File: config.mk
export PLATFORM = sky130hd
export DESIGN_NAME = tempo_detector
export DESIGN_NICKNAME = d
export VERILOG_FILES = /design/src/rtl/cadence_pkg.sv /design/src/rtl/udiv32.sv /design/src/rtl/tempo_detector.sv
export SDC_FILE = /design/constraint.sdc
export NUM_CORES = 1
export LEC_CHECK = 0
export ABC_AREA = 1
export CAP_MARGIN = 5
export CORE_MARGIN = 4
export CORE_UTILIZATION = 35
export CTS_BUF_LIST = sky130_fd_sc_hd__clkbuf_8 sky130_fd_sc_hd__clkbuf_16
export DETAILED_ROUTE_END_ITERATION = 12
export SYNTH_ARGS = -nofsm -noshare
export SYNTH_HDL_FRONTEND = slang
export SYNTH_HIERARCHICAL = 1
export SYNTH_SLANG_ARGS = --single-unit
File: constraint.sdc
create_clock -name CLOCK_50 -period 4.05 [get_ports CLOCK_50]
set_input_delay 0.81 -clock CLOCK_50 [delete_from_list [all_inputs] [get_ports CLOCK_50]]
set_output_delay 0.81 -clock CLOCK_50 [all_outputs]
set_load 0.01 [all_outputs]
File: src/rtl/cadence_pkg.sv
// cadence_pkg: constants and state encoding shared by the metronome and the tempo detector.
package cadence_pkg;
    localparam int unsigned CLK_FREQ_DEF = 50_000_000;
    localparam int BPM_W = 9;
    localparam logic [BPM_W-1:0] BPM_MAX = 9'd511;
    typedef enum logic [1:0] {IDLE, ARMED, DIVIDE} state_t;
endpackage

File: src/rtl/udiv32.sv
// udiv32: restoring unsigned 32/32 divider, one quotient bit per clock, done 32 cycles after start.
module udiv32 (
    input  logic        clk,
    input  logic        rst,
    input  logic        start,
    input  logic [31:0] dividend,
    input  logic [31:0] divisor,
    output logic [31:0] quotient,
    output logic        done
);
    logic [31:0] r_rem, r_q, r_d;
    logic [5:0]  r_k;
    logic        r_done;
    logic [32:0] w_sh;
    logic        w_ge;
    logic [31:0] w_rem_nx;
    // The partial remainder stays below the divisor, so the restored value fits in 32 bits.
    assign w_sh     = {r_rem, r_q[31]};
    assign w_ge     = w_sh >= {1'b0, r_d};
    assign w_rem_nx = w_ge ? 32'(w_sh - {1'b0, r_d}) : w_sh[31:0];
    assign quotient = r_q;
    assign done     = r_done;
    always_ff @(posedge clk) begin
        if (rst) begin
            r_rem  <= '0;
            r_q    <= '0;
            r_d    <= '0;
            r_k    <= '0;
            r_done <= 1'b0;
        end else if (start) begin
            r_rem  <= '0;
            r_q    <= dividend;
            r_d    <= divisor;
            r_k    <= 6'd32;
            r_done <= 1'b0;
        end else if (r_k != 6'd0) begin
            r_rem  <= w_rem_nx;
            r_q    <= {r_q[30:0], w_ge};
            r_k    <= r_k - 6'd1;
            r_done <= r_k == 6'd1;
        end else begin
            r_done <= 1'b0;
        end
    end
endmodule

File: src/rtl/tempo_detector.sv
// tempo_detector: drains the codec input FIFO, detects amplitude onsets and reports the
// inter-onset tempo in bpm via a sequential divider.
module tempo_detector
    import cadence_pkg::*;
#(
    parameter int unsigned CLK_FREQ       = CLK_FREQ_DEF,
    parameter logic [31:0] THRESHOLD      = 32'd100_000_000,
    parameter int unsigned HOLDOFF_CYCLES = 5_000_000
) (
    input  logic             CLOCK_50,
    input  logic             reset,
    input  logic             enable,
    input  logic             audio_in_available,
    input  logic [31:0]      left_channel_audio_in,
    output logic             read_audio_in,
    output logic             onset,
    output logic [BPM_W-1:0] bpm,
    output logic             bpm_valid
);
    localparam logic [63:0] DIV_WIDE = 64'(CLK_FREQ) * 64'd60;
    localparam logic [31:0] DIVIDEND = DIV_WIDE[31:0];
    localparam logic [31:0] HOLD     = 32'(HOLDOFF_CYCLES);

    state_t           r_state, w_next;
    logic [31:0]      r_sample, r_holdoff, r_cnt;
    logic             r_sample_vld, r_onset, r_bpm_valid;
    logic [BPM_W-1:0] r_bpm;
    logic [31:0]      w_mag, w_q;
    logic             w_hit, w_start, w_done, w_upd;
    logic [BPM_W-1:0] w_bpm;

    assign read_audio_in = enable & audio_in_available;
    assign onset         = r_onset;
    assign bpm           = r_bpm;
    assign bpm_valid     = r_bpm_valid;

    assign w_mag = !r_sample[31] ? r_sample : (r_sample == 32'h8000_0000 ? 32'h7FFF_FFFF : -r_sample);
    assign w_hit = enable && r_sample_vld && (w_mag > THRESHOLD) && (r_holdoff == 32'd0);
    assign w_upd = enable && (r_state == DIVIDE) && w_done;
    assign w_bpm = (w_q > 32'(BPM_MAX)) ? BPM_MAX : w_q[BPM_W-1:0];

    // Interval is clocks between onset edges; the counter holds interval-1 at the capturing edge.
    udiv32 u_div (
        .clk      (CLOCK_50),
        .rst      (reset),
        .start    (w_start),
        .dividend (DIVIDEND),
        .divisor  (r_cnt + 32'd1),
        .quotient (w_q),
        .done     (w_done)
    );

    always_comb begin
        w_next  = r_state;
        w_start = 1'b0;
        if (!enable) begin
            w_next = IDLE;
        end else begin
            case (r_state)
                IDLE:    w_next = w_hit ? ARMED : IDLE;
                ARMED: begin
                    w_start = w_hit;
                    w_next  = w_hit ? DIVIDE : (r_cnt == DIVIDEND - 32'd1) ? IDLE : ARMED;
                end
                DIVIDE:  w_next = w_done ? ARMED : DIVIDE;
                default: w_next = IDLE;
            endcase
        end
    end

    always_ff @(posedge CLOCK_50) begin
        if (reset) begin
            r_state      <= IDLE;
            r_sample     <= '0;
            r_sample_vld <= 1'b0;
            r_onset      <= 1'b0;
            r_holdoff    <= '0;
            r_cnt        <= '0;
            r_bpm        <= '0;
            r_bpm_valid  <= 1'b0;
        end else begin
            r_state      <= w_next;
            r_sample     <= left_channel_audio_in;
            r_sample_vld <= read_audio_in;
            r_onset      <= w_hit;
            r_holdoff    <= !enable ? 32'd0 : w_hit ? HOLD : (r_holdoff != 32'd0) ? r_holdoff - 32'd1 : 32'd0;
            r_cnt        <= (w_hit && r_state != DIVIDE) ? 32'd0 : r_cnt + 32'd1;
            r_bpm        <= w_upd ? w_bpm : r_bpm;
            r_bpm_valid  <= w_upd;
        end
    end
endmodule
==> Yosys cells after proc, flatten, opt, wreduce, memory -nomap -nowiden <==
Cells that the tools add are included.
{ "totals": {"register_bits": 213, "latch_bits": 0, "ram_bits": 0, "rom_bits": 0, "input_bits": 36, "out_inout_bits": 12, "word_cells": 67, "n_memories": 0} }
{ "classes": {"add_sub_neg": 5, "mul": 0, "div_mod_pow": 0, "order_cmp": 3, "n_eq_ne": 6, "shift": 0, "n_mux": 17, "bitwise": 4, "reduce_logical": 16} }
{ "op_table": {"columns": ["operator", "n"], "rows": [
  ["$mux 32", 5],
  ["$eq 32x32->1 const B", 2],
  ["$mux 23", 2],
  ["$ge 33x32->1", 1],
  ["$add 32x1->32 const B", 1],
  ["$gt 32x27->1 const B", 1],
  ["$gt 32x9->1 const B", 1],
  ["$logic_not 32->1", 1],
  ["$neg 32->32", 1],
  ["$reduce_bool 32->1", 1],
  ["$sub 32x1->32 const B", 1],
  ["$sub 32x32->32", 1],
  ["$mux 6", 2],
  ["$mux 9", 1],
  ["$eq 6x1->1 const B", 1],
  ["$logic_and 1x1->1", 6],
  ["$pmux 2 s3", 1],
  ["$reduce_bool 6->1", 1],
  ["$reduce_or 2->1", 3],
  ["$sub 6x1->6 const B", 1],
  ["$mux 1", 4],
  ["$mux 2", 2],
  ["$reduce_or 4->1", 1],
  ["$not 1->1", 3],
  ["7 further kinds", 7]
]} }

==> Depth between registers and ports, before layout <==
{ "logic_depth": {"word_depth": 9, "mapped_depth": 26, "ltp_nobuf": 25} }

==> Hierarchy <==
The synthesis kept the hierarchy.
{ "modules_own_cells": {"columns": ["mod", "n_inst", "cells_each", "area_per_inst_um2", "seq_area_each_um2"], "rows": [
  ["udiv32", 1, 1113, 6947.9, 2062.0],
  ["tempo_detector", 1, 884, 5940.7, 2202.1]
]} }

==> Least setup slack after synthesis <==
OpenSTA, ideal clock, no wires.
{ "synth_timing": {"kind": "flip-flop to flip-flop", "from": "register r_sample[0]", "to": "register u_div.r_q[13] (netlist: u_div/quotient[13])", "setup_time_ps": 65, "t_arrival_ps": 2733, "required_ps": 3985, "slack_ps": 1252, "stages_incl_launch_ff": 23, "path_buffers": 2, "synth_period_minus_slack_ps": 2798, "cell_sequence": "dfxtp_1 > inv_1 > ha_1 > nand2_1 > nor2_1 > nand3_1 > nand2_1 > nand2_1 > nand2_1 > nand2_1 > nor2_1 > nand2_1 > nor3_1 > nand2_1 > inv_1 > nand2_1 > nand3_1 > inv_1 > inv_1 > clkbuf_1 > clkbuf_1 > o221ai_1 > nor2_1"} }
{ "synth_via": {"elab_chain_cells": 9, "elab_cells_between_ends": 10, "classes_between": "1 x add/sub; 1 x order compare; 1 x eq/ne; 4 x mux; 3 x reduce/logical"} }
{ "synth_rtl": {"columns": ["item", "line_no", "source"], "rows": [
  ["from (decl)", "tempo_detector.sv:25", "logic [31:0] r_sample, r_holdoff, r_cnt;"],
  ["from (signal assigned)", "tempo_detector.sv:83", "r_sample <= left_channel_audio_in;"],
  ["$neg 32->32 or $eq 32x32->1 (tied branches)", "tempo_detector.sv:37", "assign w_mag = !r_sample[31] ? r_sample : (r_sample == 32'h8000_0000 ? 32'h7FFF_FFFF : -r_sample);"],
  ["$mux 32", "tempo_detector.sv:37", null],
  ["$mux 32 (*)", "tempo_detector.sv:37", null],
  ["$gt 32x27->1 (*)", "tempo_detector.sv:38", "assign w_hit = enable && r_sample_vld && (w_mag > THRESHOLD) && (r_holdoff == 32'd0);"],
  ["$logic_and 1x1->1 (*) (2 in series)", "tempo_detector.sv:38", null],
  ["$mux 1 (*)", "tempo_detector.sv:59", "case (r_state)"],
  ["$mux 1 (*)", "tempo_detector.sv:56", "if (!enable) begin"],
  ["net w_start", "tempo_detector.sv:29", "logic w_hit, w_start, w_done, w_upd;"],
  ["$reduce_or 2->1 (no source line) (*)", null, null],
  ["to (signal assigned)", "udiv32.sv:32", "r_q <= dividend;"],
  ["to (signal assigned)", "udiv32.sv:38", "r_q <= {r_q[30:0], w_ge};"],
  ["to (decl)", "udiv32.sv:11", "logic [31:0] r_rem, r_q, r_d;"]
]} }
Mark *: on every way through the listed nets, which the timed path passes. The rest lies on a longest branch.
A chain may end at the register's enable or synchronous reset.

==> Worst setup path after layout <==
{ "layout_timing": {"from": "register r_sample[0]", "to": "register u_div.r_q[0] (netlist: u_div/quotient[0])"} }
Same word-level chain as after synthesis.

==> metrics.txt <==
total grt overflow=0; Clock Pin Slew Worst Setup and Hold Paths=0.05 ns; Data arrival, critical path=3.87 ns; Design Area, Final=0.0147 mm^2; Worst setup SP type=flop; Hold Fails Final Rpt=0; Final nets=2,135; final setup violation count=0; Synth-to-Final Area Change=13.7%; total power draw=11,400 uW; DRT iter0 DRCs=759; vias per inst=4.71; P_leak=0.00704 uW; FF+latch area=0.00426 mm^2; GP Congestion=0.952; Detailed Place HPWL=24,500 um; Buffers on Ports=47; Worst setup EP type=flop; TritonRoute pass-1 iters=5; layout cells sized above 1=7.26%; GRT Total Usage=16.1%; # rows=70; clk_skew=0.0236 ns; DIE AREA=0.0400 mm^2; Hold Crit Class=flop to flop; Post-synth top flop=dfxtp_1; Slew HR=47.8%; initial antenna violation count=0; fin. max-slew vios=0; Pwr per Cell Area=775 mW/mm^2; final instance count without filler cells=2,547; vias after detailed routing=12,000; Sw Pwr=5340 uW; Cells after Synth=1,997; vias in the first global route=11,200; Detailed Route WL=32,400 um; remaining antenna violation count after routing=0; sequential power share=25.9%; Ports=48; sum of negative setup slack=0 ns; yosys warns=6; Async S/R FF share, synth=0%; Clk Latency, worst-skew pair=0.54 ns; DRC violations left=0; flops & latches, synth=213; worst vdd rail ir drop=0.401 mV; most common cell after layout, fill and taps aside=nand2_1; first-pass GRT wire length=54,300 um; final period utilization=86.1%; critical path peak fanout=14; hold_buf cts=0; number of fillers in the final layout=3,872; RSZ-0062 raised after global routing=no; Cell variety after synth=49; final core occ=40.2%; Syn Area/Cell=6.45 um^2; outcome=finished clean; Placement Cell Area=0.0138 mm^2; root buf cell=clkbuf_16; CTS Sinks=213; clock share of power=19.6%; Die W=200 um; Internal Power=6010 uW; footprint of the multi-input gates=0.00712 mm^2; CTS Buf Count=25; critical path type=flop to flop; net switching fraction of the power=47.1%; Initial Utilization=35.4%; Die Ht=200 um; pin slew with the least headroom to its limit=0.783 ns; wire per inst=12.7 um; H-tree levels=1; fin crit period=3.49 ns; EDFF count, synth=0; CTS tree=done; Inserted Diodes=0; DP Cell Count=2,501; post-synthesis sequential area ratio=33.1%; Core ar.=0.0364 mm^2; critical path required time=4.43 ns; max cap viols=0; Mapped Area=0.0129 mm^2; Clock Tree Buf Depth=3; pin count of the biggest net entering global routing=64; Logic pwr share=54.5%; Max Freq=0.287 GHz; highest-count cells in the layout ignoring fill and taps=463 x nand2_1, 345 x inv_1, 304 x nor2_1
## layer usage
layer,global-route usage (%),vias up,wire length (um)
met2,27.3,201,14700
met1,22.3,5385,15700
met3,1.91,54,1380
met4,3.52,0,663
met5,0,-,0
li1,-,6346,-
## metrics by stage
stage	setup slack, ns	hold slack [ns]
finish	0.561	0.426
CTS	0.506	0.429
global placement	0.611	0.401
floorplan	1.25	0.393
global route	0.0964	0.451
detailed placement	0.530	0.407
## layout make-up
type | count | share of cell area (%)
inverter | 344 | 8.84
multi-input combinational | 1417 | 48.6
clock inverter | 15 | 0.811
tap | 468 | 4.00
clock buffer | 31 | 4.83
timing repair buffer | 59 | 3.79
sequential | 213 | 29.1
## final timing paths
| check | from | depth (start not counted) | slack, ns | endpoint |
|---|---|---|---|---|
| worst max-delay path | r_sample[0]$_SDFF_PP0_ | 21 | 0.56 | u_div/quotient[0]$_SDFFE_PP0P_ |
| worst min register to register | r_holdoff[0]$_SDFF_PP0_ | 1 | 0.43 | r_holdoff[0]$_SDFF_PP0_ |
| worst min-delay path | r_holdoff[0]$_SDFF_PP0_ | 1 | 0.43 | r_holdoff[0]$_SDFF_PP0_ |
| worst max register to register | r_sample[0]$_SDFF_PP0_ | 21 | 0.56 | u_div/quotient[0]$_SDFFE_PP0P_ |
## flip-flops by register name (all words and copies together) (netlist names)
signal / count
bpm: 9
bpm_valid: 1
onset: 1
r_cnt: 32
r_holdoff: 32
r_sample: 32
r_sample_vld: 1
r_state: 2
u_div/done: 1
u_div/quotient: 32
u_div/r_d: 32
u_div/r_k: 6
u_div/r_rem: 32
## worst max-delay path, stage by stage (launching register included)
cell        delay [ns]
dfxtp_1           0.32
inv_1             0.09
ha_1              0.18
nand2_1           0.11
nor2_1            0.27
nand2_1           0.14
nor2_1            0.10
nand2_1           0.15
nand2_1           0.11
nor2_1            0.05
nand3_1           0.11
nor2_1            0.05
nand3_1           0.06
nor2_1            0.06
nor2_2            0.18
nand3_1           0.13
inv_1             0.22
nor2_1            0.15
nand2_1           0.25
clkinvlp_4        0.32
nand2_1           0.18
o21ai_0           0.11
## kinds of logic (layout without fill, tap and decap cells)
kind of cell	after synthesis	after routing	share of synthesized area [%]
and+or+nand+nor	1067	1067	36.4
buffers and inverters	397	449	12.5
AOI/OAI and AO/OA	216	216	9.83
DFF	213	213	33.1
xor gates and xnor gates	63	63	4.28
adders and majority gates	39	39	3.84
other	2	32	0.0583
## power by group through the flow
stage	Sequential (uW)	Clock [uW]	Combinational, uW
floorplan	2880	0	5020
global placement	2970	0	6080
detailed placement	2980	0	6160
CTS	2940	2300	6200
global route	3000	2380	7110
finish	2940	2220	6190
## cell usage after synthesis (3+ instances only)
cell type,n,share of area [%]
nand3b_1,11,0.64
buf_6,6,0.52
ha_1,38,3.7
o21a_1,3,0.17
nor3_2,6,0.47
nor3_1,20,0.78
nor2_2,46,2.2
nand4_1,24,1.2
o21bai_1,3,0.17
clkbuf_1,33,0.96
dfxtp_1,213,33
nand2_2,18,0.87
o21ai_1,3,0.12
nor2_1,304,8.9
nand3_2,3,0.23
xnor2_1,13,0.88
nand3_1,138,5.4
xor2_1,50,3.4
a21oi_1,85,3.3
or2_2,3,0.15
o21ai_0,74,2.9
nor4_1,17,0.83
o221ai_1,30,2.0
nor2_4,4,0.35
buf_2,7,0.27
a21oi_2,8,0.54
buf_12,4,0.62
inv_1,340,9.9
nand2_1,463,13
o31ai_1,3,0.17
## timing repair
action | 4_1_cts | 5_1_grt
endpoints found under the hold margin | 0 | 0
endpoints found under the setup margin | 0 | 1
setup buffers | 0 | 0
gates resized for setup | 0 | 1
No activity file was read; power rests on OpenSTA's default activity.
